`src/rtl/bus_ctrl_pkg.sv`:
```
// Shared types and address map for the 68000 bus cycle controller.
// Provides the region/state enums, address-hi constants and the decoder.
package bus_ctrl_pkg;

   typedef enum logic [2:0] {
      R_ROM,
      R_RAM,
      R_TICK,
      R_CRTC,
      R_TILE,
      R_PAL,
      R_NONE
   } region_e;

   typedef enum logic [2:0] {
      S_IDLE,
      S_WAIT,
      S_ACK,
      S_IACK,
      S_BERR
   } state_e;

   // Address bits [23:16] of each device window.
   localparam logic [7:0] AH_ROM_LAST = 8'h0F;
   localparam logic [7:0] AH_RAM      = 8'h10;
   localparam logic [7:0] AH_TICK     = 8'h20;
   localparam logic [7:0] AH_CRTC     = 8'h80;
   localparam logic [7:0] AH_TILE     = 8'h90;
   localparam logic [7:0] AH_PAL      = 8'h91;

   // Function code driven by the CPU during interrupt acknowledge.
   localparam logic [2:0] FC_IACK = 3'b111;

   // Address-hi to region decode.
   function automatic region_e decode(input logic [7:0] a);
      region_e r;
      r = R_NONE;
      if (a <= AH_ROM_LAST) begin
         r = R_ROM;
      end else if (a == AH_RAM) begin
         r = R_RAM;
      end else if (a == AH_TICK) begin
         r = R_TICK;
      end else if (a == AH_CRTC) begin
         r = R_CRTC;
      end else if (a == AH_TILE) begin
         r = R_TILE;
      end else if (a == AH_PAL) begin
         r = R_PAL;
      end
      return r;
   endfunction

   // Region to one-hot select {pal,tile,crtc,tick,ram,rom}.
   function automatic logic [5:0] sel_of(input region_e r);
      logic [5:0] s;
      case (r)
         R_ROM:   s = 6'b000001;
         R_RAM:   s = 6'b000010;
         R_TICK:  s = 6'b000100;
         R_CRTC:  s = 6'b001000;
         R_TILE:  s = 6'b010000;
         R_PAL:   s = 6'b100000;
         default: s = 6'b000000;
      endcase
      return s;
   endfunction

endpackage

```
`src/rtl/cpu_bus_ctrl.sv`:
```
// Bus cycle controller: device selects, wait states, DTACK/VPA/BERR.
// Ports: clk, reset (async high), as_n, ds_n[1:0], rw, fc[2:0],
//   addr_hi[7:0], tile_ready -> sel[5:0], dtack_n, vpa_n, berr_n, busy.
module cpu_bus_ctrl
   import bus_ctrl_pkg::*;
#(
   parameter logic [3:0]  WS_ROM  = 4'd1,
   parameter logic [3:0]  WS_RAM  = 4'd0,
   parameter logic [3:0]  WS_TICK = 4'd0,
   parameter logic [3:0]  WS_CRTC = 4'd1,
   parameter logic [3:0]  WS_TILE = 4'd2,
   parameter logic [3:0]  WS_PAL  = 4'd1,
   parameter int unsigned TIMEOUT = 64
) (
   input  logic       clk,
   input  logic       reset,
   input  logic       as_n,
   input  logic [1:0] ds_n,
   input  logic       rw,
   input  logic [2:0] fc,
   input  logic [7:0] addr_hi,
   input  logic       tile_ready,
   output logic [5:0] sel,
   output logic       dtack_n,
   output logic       vpa_n,
   output logic       berr_n,
   output logic       busy
);

   localparam logic [7:0] TC_LAST = 8'(TIMEOUT - 1);

   state_e     state_q;
   state_e     state_d;
   region_e    region_q;
   region_e    region_d;
   region_e    region_now;
   region_e    sel_region;
   logic       rw_q;
   logic       rw_d;
   logic [3:0] wcnt_q;
   logic [3:0] wcnt_d;
   logic [7:0] tcnt_q;
   logic [7:0] tcnt_d;
   logic       dtack_q;
   logic       vpa_q;
   logic       berr_q;
   logic       ready;
   logic       term;
   logic       unused_rw;

   function automatic logic [3:0] ws_of(input region_e r);
      logic [3:0] w;
      case (r)
         R_ROM:   w = WS_ROM;
         R_RAM:   w = WS_RAM;
         R_TICK:  w = WS_TICK;
         R_CRTC:  w = WS_CRTC;
         R_TILE:  w = WS_TILE;
         R_PAL:   w = WS_PAL;
         default: w = 4'd0;
      endcase
      return w;
   endfunction

   assign region_now = decode(addr_hi);

   // Cycle ends when the address strobe or both data strobes go high.
   assign term = as_n || (ds_n == 2'b11);

   // Direction is captured for the cycle but no device path uses it yet.
   assign unused_rw = rw_q;

   // Selects follow the live address only while idle; once a cycle
   // starts, the latched region holds them stable.
   assign sel_region = (state_q == S_IDLE) ? region_now : region_q;
   assign sel = (as_n || fc == FC_IACK) ? 6'b000000 : sel_of(sel_region);

   always_comb begin
      case (region_q)
         R_TILE:  ready = tile_ready;
         R_NONE:  ready = 1'b0;
         default: ready = 1'b1;
      endcase
   end

   always_comb begin
      state_d  = state_q;
      region_d = region_q;
      rw_d     = rw_q;
      wcnt_d   = wcnt_q;
      tcnt_d   = tcnt_q;
      unique case (state_q)
         S_IDLE: begin
            wcnt_d = 4'd0;
            tcnt_d = 8'd0;
            if (!term) begin
               rw_d = rw;
               if (fc == FC_IACK) begin
                  region_d = R_NONE;
                  state_d  = S_IACK;
               end else begin
                  region_d = region_now;
                  wcnt_d   = ws_of(region_now);
                  state_d  = S_WAIT;
               end
            end
         end
         S_WAIT: begin
            wcnt_d = (wcnt_q == 4'd0) ? 4'd0 : wcnt_q - 4'd1;
            tcnt_d = (tcnt_q == TC_LAST) ? tcnt_q : tcnt_q + 8'd1;
            // Acknowledge wins over timeout on the same edge.
            if (wcnt_q == 4'd0 && ready) begin
               state_d = S_ACK;
            end else if (tcnt_q == TC_LAST) begin
               state_d = S_BERR;
            end
         end
         S_ACK, S_IACK, S_BERR: begin
            state_d = state_q;
         end
         default: begin
            state_d = S_IDLE;
         end
      endcase
      // Termination overrides every other transition, including aborts.
      if (state_q != S_IDLE && term) begin
         state_d = S_IDLE;
         wcnt_d  = 4'd0;
         tcnt_d  = 8'd0;
      end
   end

   always_ff @(posedge clk or posedge reset) begin
      if (reset) begin
         state_q  <= S_IDLE;
         region_q <= R_NONE;
         rw_q     <= 1'b1;
         wcnt_q   <= 4'd0;
         tcnt_q   <= 8'd0;
      end else begin
         state_q  <= state_d;
         region_q <= region_d;
         rw_q     <= rw_d;
         wcnt_q   <= wcnt_d;
         tcnt_q   <= tcnt_d;
      end
   end

   // Strobes are flops so they cannot glitch; VPA waits one full IACK
   // cycle before asserting, giving the CPU's VPA path a clean setup.
   always_ff @(posedge clk or posedge reset) begin
      if (reset) begin
         dtack_q <= 1'b1;
         vpa_q   <= 1'b1;
         berr_q  <= 1'b1;
      end else begin
         dtack_q <= (state_d != S_ACK);
         berr_q  <= (state_d != S_BERR);
         vpa_q   <= !(state_q == S_IACK && state_d == S_IACK);
      end
   end

   assign dtack_n = dtack_q;
   assign vpa_n   = vpa_q;
   assign berr_n  = berr_q;
   assign busy    = (state_q != S_IDLE);

endmodule

```
`config.mk`:
```
export PLATFORM = sky130hd
export DESIGN_NAME = cpu_bus_ctrl
export DESIGN_NICKNAME = d
export VERILOG_FILES = /design/src/rtl/bus_ctrl_pkg.sv /design/src/rtl/cpu_bus_ctrl.sv
export SDC_FILE = /design/constraint.sdc
export NUM_CORES = 1
export LEC_CHECK = 0
export ABC_AREA = 1
export CELL_PAD_IN_SITES_DETAIL_PLACEMENT = 0
export CELL_PAD_IN_SITES_GLOBAL_PLACEMENT = 1
export CORE_UTILIZATION = 33
export DETAILED_ROUTE_END_ITERATION = 10
export GPL_ROUTABILITY_DRIVEN = 0
export PLACE_DENSITY_LB_ADDON = 0.1
export SLEW_MARGIN = 20
export SYNTH_ARGS = -nofsm -noshare
export SYNTH_HDL_FRONTEND = slang
export SYNTH_SLANG_ARGS = --single-unit
export TNS_END_PERCENT = 100
```
`constraint.sdc`:
```
create_clock -name clk -period 1.49 [get_ports clk]
set_clock_uncertainty 0.1 [all_clocks]
set_input_delay 0.298 -clock clk [delete_from_list [all_inputs] [get_ports clk]]
set_output_delay 0.298 -clock clk [all_outputs]
set_load 0.01 [all_outputs]
```
==> results of run 1 <==
layer usage:
layer	vias to the layer above	share of wire	GRT usage
met5	-	0	0
met4	0	0.0058	0.0340
met2	18	0.48	0.277
met3	4	0.033	0.0305
li1	859	-	-
met1	720	0.48	0.239
cells in the mapped netlist, drive strengths merged:
cell type  count
nand2         60
inv           40
nor2          36
dfrtp         16
nand3         15
o21ai         14
a21oi          8
nand4          7
dfstp          5
ha             3
nor3           3
nand3b         2
or2            2
a22oi          1
o211ai         1
o21a           1
o22ai          1
o32ai          1
xnor2          1
xor2           1
cell families (layout without fill, tap and decap cells):
kind of cell | count (synthesis) | count (layout) | share of synthesized area
AND/OR/NAND/NOR | 125 | 125 | 0.395
adder cells (fa/ha/maj) | 3 | 3 | 0.0251
XOR/XNOR | 2 | 2 | 0.0117
buffers and inverters | 40 | 121 | 0.102
flip-flops | 21 | 21 | 0.356
AO/OA/AOI/OAI | 27 | 27 | 0.110
worst min-delay path by stage:
| stage | end | slack (ns) | cells past startpoint |
|---|---|---|---|
| 3_3_place_gp | tcnt_q[5]$_DFFE_PP0P_ | 0.43 | 2 |
| 3_5_place_dp | tcnt_q[5]$_DFFE_PP0P_ | 0.43 | 2 |
| 4_1_cts | tcnt_q[5]$_DFFE_PP0P_ | 0.26 | 3 |
| 2_1_floorplan | region_q[0]$_DFFE_PP0P_ | 0.17 | 1 |
| 6_report | tcnt_q[5]$_DFFE_PP0P_ | 0.25 | 3 |
| 5_1_grt | state_q[1]$_DFF_PP0_ | 0.29 | 3 |
critical path: cells and delay by family, from the launching register on:
kind	cells	cell delay, ns
AND/OR/NAND/NOR	6	0.59
flip-flops	1	0.41
buffers and inverters	2	0.22
power groups by stage:
stage	clock network (mW)	logic (mW)	registers, mW
2_1_floorplan	0	0.774	0.726
3_3_place_gp	0	1.45	0.711
3_5_place_dp	0	1.44	0.713
4_1_cts	0.401	1.62	0.702
5_1_grt	0.417	2.18	0.714
6_report	0.389	1.99	0.706
what timing repair did:
action                     4_1_cts  5_1_grt
resized for setup              104       65
pin swaps                       27       28
buffers inserted                14        8
hold endpoints to repair         0        0
setup endpoints to repair       21       27
through the flow:
stage                util  instances  cell area (um2)
global route        0.593        351             2580
finish              0.593        351             2580
detailed placement  0.490        334             2130
CTS                 0.545        347             2370
floorplan               -        218             1510
global placement    0.490        334             2130
sequential cells by signal (all words and copies together) (netlist names):
register and count:
berr_n 1, dtack_n 1, region_q 3, state_q 3, tcnt_q 8, vpa_n 1
wcnt_q 4
layout make-up:
type	instances	share of cell area
Sequential cell	21	0.206
Inverter	40	0.0659
Timing Repair Buffer	77	0.256
Tap cell	52	0.0252
Multi-Input combinational cell	157	0.429
Clock buffer	4	0.0175
==> run metrics, run 1 <==
row count=24; Yosys top cell area share=0.268; largest net degree at the start of global routing=22; setup ws final=-0.387 ns; Register Area=532 um2; H-tree levels=1; largest area contributor in the synthesized netlist=dfrtp_1; worst-skew pair later-pin latency=0.26 ns; post-place setup slack=-1.07 ns; Reg clk slew, reported paths=0.08 ns; first-pass GRT wire length=6.75 mm; CTS tree=done; Period minus WS final=1.88 ns; Max-slew headroom=0.791; failing checks=setup timing; Crit Path Max Fanout=6; Leak=1.28 nW; switching part of the total=0.413; Die Y-Extent=69.3 um; maximum VDD drop=0.726 mV; Post-Syn Area=0.00149 mm2; WL final=3.96 mm; R2R Setup Slk=-0.17 ns; pwr dens=1190 mW/mm2; vias per inst=4.56; status=complete, but fails checks; P_sw=1.27 mW; post-DP HPWL=2.88 mm; Final Hold Fails=0; Initial Util=0.343; total CTS buffers=3; Final Setup Violations=14; final net count=321; Synth Register Bits=21; Via Count=1,601; die area=0.00480 mm2; area of the multi-input gates=0.00111 mm2; RR Endpoint=vpa_n$_DFF_PP1_; Synth cell types=31; Least-Margin Pin Slew=0.312 ns; Syn Inst Count=218; Pint=1.81 mW; combinational share of power=0.645; drt first pass iters=4; Core ar.=0.00435 mm2; GRT overflow=0; Design Power=3.08 mW; Total Routing Usage GR=0.171; R2R cell count=10; commonest non-fill, non-tap cells in the layout=37 x buf_4, 32 x nand2_1, 21 x nand2_2, 20 x inv_1; Clock Sinks=21; worst setup path end=sel[0]; vias in the first global route=1,569; area grow syn2layout=72.8%; Max Clk Rate=0.533 GHz; Die X-Extent=69.3 um; Slew Limit Fails=0; worst-case clock buffer depth=2; Clk network pwr share=0.126; Antenna Cells=0; initial antenna violation count=0; Critical Path, Cell by Cell=nor2_4 -> nand2_4 -> inv_6 -> nand4_1 -> nand2_2 -> nand2_2 -> nor2_2 -> buf_2; Mapped Nets=239; synth top area cells=dfrtp_1 27%, nand2_1 13%, dfstp_2 8.8%; Hold Crit Class=primary input to asynchronous set/reset pin; proportion of layout cells with a drive suffix above 1=0.562; Seq pwr share=0.229; DRT iter0 DRCs=39; IO Pins=28; Wirelength per Cell=11.3 um; Slowest cell on crit path=dfrtp_1; synthesized area per cell=6.85 um2; Root Driver=clkbuf_8; WHS=0.248 ns; CP Launch Type=flop; final worst-path cycle share=1.26; Fillers=428; DRC Markers=0; kind of critical path=flop to output port; YS warnings=0; most numerous cell on the critical path=nand2_2; crit path launch=state_q[0]$_DFF_PP0_; Largest stage delay, worst path=0.41 ns; sequential share of the synthesized area=0.356; Crit. End Element=output port; Final ANT Viol Nets=0; critical path required time=1.09 ns; max-cap violation count=0; Data arrival, critical path=1.48 ns; Sum Neg Setup Slack=-3.13 ns; unrepaired setup endpoints after global routing=yes; worst reg2reg startpoint=state_q[0]$_DFF_PP0_; most common cell after layout, fill and taps aside=buf_4; Port Buffers=26; hold buffers post-CTS=0
(Power assumes the default switching activity.)
==> run 2: changes to the inputs <==
- GPL_TIMING_DRIVEN: unset -> 0
- TNS_END_PERCENT: 100 -> unset
==> run 2 against run 1 <==
Net effect: the flow still finishes with violations (setup timing); final cell count down 6.6%; register-to-register slack worse by 0.10 ns; design area down 11%; global-route usage about the same; routed wire length down 0.71%; flip-flop and latch count unchanged; via count down 4.4%; sequential power up 1%; die area unchanged; clock-buffer cell count down 1; critical path type unchanged; largest cell class unchanged.
==> run metrics, run 2 (same netlist as run 1, synthesis figures left out) <==
status=complete, but fails checks; failing checks=setup timing; post-DP HPWL=2.73 mm (-5.2%); Data arrival, critical path=1.51 ns (+0.03 ns); cell area after placement=0.00183 mm2 (-14%); max FFs per register=8 (unchanged); proportion of layout cells with a drive suffix above 1=0.489 (-0.0727); Antenna Cells=0 (unchanged); GRT overflow=0 (unchanged); row count=24 (unchanged); Hold Crit Class=primary input to asynchronous set/reset pin; Final ANT Viol Nets=0 (unchanged); area grow syn2layout=53.5%; vias in the first global route=1,541 (-1.8%); initial antenna violation count=0 (unchanged); Core ar.=0.00435 mm2 (unchanged); Leak=1.10 nW (-14%); CTS tree=done; max-cap violation count=0 (unchanged); kind of critical path=flop to output port; Max Clk Rate=0.523 GHz (-1.8%); largest net degree at the start of global routing=22 (unchanged); total CTS buffers=3 (unchanged); CP Launch Type=flop; vias per inst=4.66 (+2.3%); worst-skew pair later-pin latency=0.27 ns (about the same); Period minus WS final=1.91 ns (+0.0336 ns); Crit Path Max Fanout=5 (-1); Largest regs=tcnt_q: 8 flops, wcnt_q: 4 flops; Final Setup Violations=17 (+3); Wirelength per Cell=12.0 um (+6.3%); Via Count=1,530 (-4.4%); Die Y-Extent=69.3 um (unchanged); Die X-Extent=69.3 um (unchanged); Reg clk slew, reported paths=0.09 ns (about the same); maximum VDD drop=0.669 mV (-7.9%); commonest non-fill, non-tap cells in the layout=34 x nand2_1, 27 x buf_4, 22 x inv_1, 19 x nand2_2; setup ws final=-0.421 ns (-0.0336 ns); worst-case clock buffer depth=2 (unchanged); Root Driver=clkbuf_8; WL final=3.93 mm (-0.71%); Max-slew headroom=0.448 (-0.343); Clock Sinks=21 (unchanged); final worst-path cycle share=1.28 (+0.0225); Final Hold Fails=0 (unchanged); Fillers=434 (+1.4%); post-route design area=0.00229 mm2 (-11%); pwr dens=1230 mW/mm2 (+3.4%); Port Buffers=26 (unchanged); final core occ=0.527 (-0.0661); DRC Markers=0 (unchanged); hold buffers post-CTS=0 (unchanged); IO Pins=28 (unchanged); drt first pass iters=4 (unchanged); final net count=298 (-7.2%); Biggest register=tcnt_q; Crit. End Element=output port; H-tree levels=1 (unchanged); die area=0.00480 mm2 (unchanged); Total Routing Usage GR=0.171 (about the same); critical path required time=1.09 ns (about the same); DRT iter0 DRCs=29 (-26%); first-pass GRT wire length=6.73 mm (-0.21%); Least-Margin Pin Slew=0.826 ns (+0.514 ns); Slew Limit Fails=0 (unchanged); unrepaired setup endpoints after global routing=yes; Initial Util=0.343 (unchanged); most common cell after layout, fill and taps aside=nand2_1
==> run 2: layer usage <==
metal / global-route usage / vias to the layer above / wire [um]
li1: - / 802 / -
met2: 0.278 / 27 / 1850
met1: 0.231 / 695 / 1860
met4: 0.0408 / 0 / 81
met3: 0.0378 / 6 / 140
met5: 0 / - / 0
==> run 2: area by class of cell <==
class                           count  area [um2]  area share
Clock inverter                      1        7.51     0.00327
Multi-Input combinational cell    157        1060       0.461
Sequential cell                    21         533       0.232
Tap cell                           52        65.1      0.0284
Clock buffer                        3        41.3      0.0180
Timing Repair Buffer               54         424       0.185
Inverter                           40         165      0.0720
==> run 2: final timing paths <==
path	slack, ns	cells past startpoint	from	to
max	-0.42	7	state_q[0]$_DFF_PP0_	sel[2]
min	0.38	2	reset	tcnt_q[7]$_DFFE_PP0P_
max reg2reg	-0.27	11	state_q[0]$_DFF_PP0_	vpa_n$_DFF_PP1_
min reg2reg	0.43	2	region_q[2]$_DFFE_PP1P_	region_q[2]$_DFFE_PP1P_
max in group asynchronous	0.34	2	reset	state_q[1]$_DFF_PP0_
min in group clk	0.43	2	region_q[2]$_DFFE_PP1P_	region_q[2]$_DFFE_PP1P_
==> run 2: per-stage QoR <==
stage                     hold WS, ns  total power, mW  std cells  setup slack (ns)  setup TNS, ns
after floorplan                 0.171             1.50        218           -0.0519         -0.234
after global placement          0.413             1.82        296             -1.13         -12.36
after detailed placement        0.422             1.82        296             -1.10         -12.26
after CTS                       0.425             2.52        316            -0.450          -2.82
after global routing            0.484             3.03        328            -0.503          -5.88
final                           0.382             2.83        328            -0.421          -3.70
==> run 2: repair_timing <==
action,CTS,global route
resized for setup,86,43
pin swaps,29,20
setup buffers,16,12
endpoints found under the setup margin,26,25
==> run 2: power by group <==
group	total, mW	internal (mW)	switching [mW]
sequential	0.714	0.660	0.0545
clock	0.410	0.189	0.220
combinational	1.71	0.755	0.952
==> run 2: critical path, cell delays in order, from the launching register on <==
cell and delay [ns]:
dfrtp_1 0.42, nor2_4 0.14, nand2_4 0.09, buf_4 0.15
nand2_2 0.07, nand2_4 0.07, nor3_2 0.15, buf_2 0.16
==> run 3: changes to the inputs <==
- SKIP_LAST_GASP: unset -> 1
==> run 3 against run 2 <==
Net effect: the run still ends with setup timing left; power shrank 0.14%; combinational power is essentially flat; clock power barely moved; design area unchanged; register-to-register slack about the same; clock-buffer cell count unchanged; die area unchanged; first-iteration DRC count increased by 21%; sequential share of layout area did not move; core utilization is the same; critical path type unchanged; highest routed layer unchanged.
==> run metrics, run 3 (same netlist as run 1, synthesis figures left out) <==
setup ws final=-0.421 ns (-0.0000170 ns); row count=24 (unchanged); post-DP HPWL=2.73 mm (unchanged); met3 wire length=140 um (unchanged); Final Setup Violations=17 (unchanged); Final ANT Viol Nets=0 (unchanged); Fillers=434 (unchanged); H-tree levels=1 (unchanged); Data arrival, critical path=1.51 ns (about the same); WL final=3.93 mm (about the same); post-route design area=0.00229 mm2 (unchanged); Biggest register=tcnt_q; Core ar.=0.00435 mm2 (unchanged); Least-Margin Pin Slew=0.826 ns (unchanged); final net count=298 (unchanged); kind of critical path=flop to output port; commonest non-fill, non-tap cells in the layout=34 x nand2_1, 27 x buf_4, 24 x inv_1, 19 x nand2_2; max FFs per register=8 (unchanged); pwr dens=1230 mW/mm2 (-0.14%); max-cap violation count=0 (unchanged); unrepaired setup endpoints after global routing=yes; Max-slew headroom=0.448 (unchanged); Slew Limit Fails=0 (unchanged); drt first pass iters=4 (unchanged); Period minus WS final=1.91 ns (+0.0000170 ns); highest metal used=met4; Clock Sinks=21 (unchanged); Final Hold Fails=0 (unchanged); initial antenna violation count=0 (unchanged); Reg clk slew, reported paths=0.09 ns (about the same); Wirelength per Cell=12.0 um (about the same); CP Launch Type=flop; Max Clk Rate=0.523 GHz (about the same); Crit Path Max Fanout=5 (unchanged); GRT overflow=0 (unchanged); met2 wire length=1.85 mm (-0.22%); largest net degree at the start of global routing=22 (unchanged); DRT iter0 DRCs=35 (+21%); vias in the first global route=1,541 (unchanged); critical path required time=1.09 ns (about the same); worst-case clock buffer depth=2 (unchanged); Port Buffers=26 (unchanged); Initial Util=0.343 (unchanged); Root Driver=clkbuf_8; Antenna Cells=0 (unchanged); proportion of layout cells with a drive suffix above 1=0.482 (-0.00725); first-pass GRT wire length=6.73 mm (unchanged); hold buffers post-CTS=0 (unchanged); M1 WL=1.86 mm (+0.22%); area grow syn2layout=53.5% (unchanged); DRC Markers=0 (unchanged); worst-skew pair later-pin latency=0.27 ns (about the same); Total Routing Usage GR=0.171 (unchanged); IO Pins=28 (unchanged); failing checks=setup timing; total CTS buffers=3 (unchanged); Die Y-Extent=69.3 um (unchanged); R2R Setup Slk=-0.27 ns (about the same); die area=0.00480 mm2 (unchanged); vias per inst=4.66 (about the same); final worst-path cycle share=1.28 (about the same); status=complete, but fails checks; Crit. End Element=output port; CTS tree=done; Hold Crit Class=primary input to asynchronous set/reset pin; maximum VDD drop=0.671 mV (+0.37%); Design Power=2.83 mW (-0.14%); Via Count=1,529 (-0.065%); most common cell after layout, fill and taps aside=nand2_1; Largest regs=tcnt_q: 8 flops, wcnt_q: 4 flops; Leak=1.10 nW (+0.23%); cell area after placement=0.00183 mm2 (unchanged); Die X-Extent=69.3 um (unchanged)
## run 3: worst max-delay path: stages, from the launching register on
cell     delay [ns]
dfrtp_1        0.42
nor2_4         0.14
nand2_4        0.09
buf_4          0.15
nand2_2        0.07
nand2_4        0.07
nor3_2         0.15
buf_2          0.16
## run 3: power by group
part | internal [mW] | switching [mW] | total [mW]
clock | 0.189 | 0.220 | 0.409
combinational | 0.754 | 0.950 | 1.70
sequential | 0.660 | 0.0545 | 0.714
total | 1.60 | 1.22 | 2.83
## run 3: through the flow
| step | utilization | TNS (ns) | instances | hold slack, ns | worst slack [ns] |
|---|---|---|---|---|---|
| after floorplan | - | -0.234 | 218 | 0.171 | -0.0519 |
| after global placement | 0.421 | -12.36 | 296 | 0.413 | -1.13 |
| after detailed placement | 0.421 | -12.26 | 296 | 0.422 | -1.10 |
| after CTS | 0.484 | -2.85 | 316 | 0.425 | -0.450 |
| after global routing | 0.527 | -5.88 | 328 | 0.484 | -0.503 |
| final | 0.527 | -3.71 | 328 | 0.382 | -0.421 |
## run 3: repair_timing
item                                    4_1_cts  5_1_grt
buffers inserted                             16       12
pin swaps                                    29       21
endpoints found under the setup margin       26       25
gates resized for setup                      84       43
## run 3: final cells by class
class                   count  area [um2]  area share
inverters                  40         165      0.0720
clock buffers               3        41.3      0.0180
multi-input cells         157        1060       0.461
well taps                  52        65.1      0.0284
clock inverters             1        7.51     0.00327
repair buffers             54         424       0.185
flip-flops and latches     21         533       0.232
## run 3: final timing paths
check                                        start                      end  cells past startpoint
setup / recovery              state_q[0]$_DFF_PP0_                   sel[2]                      7
hold / removal                               reset    tcnt_q[7]$_DFFE_PP0P_                      2
setup reg to reg              state_q[0]$_DFF_PP0_          vpa_n$_DFF_PP1_                     11
hold reg to reg            region_q[2]$_DFFE_PP1P_  region_q[2]$_DFFE_PP1P_                      2
max in group asynchronous                    reset     state_q[1]$_DFF_PP0_                      2
min in group clk           region_q[2]$_DFFE_PP1P_  region_q[2]$_DFFE_PP1P_                      2
## run 3: metal layers
layer,up-vias,track usage
met4,0,0.0408
met1,694,0.231
met3,6,0.0378
met2,27,0.278
met5,-,0
li1,802,-
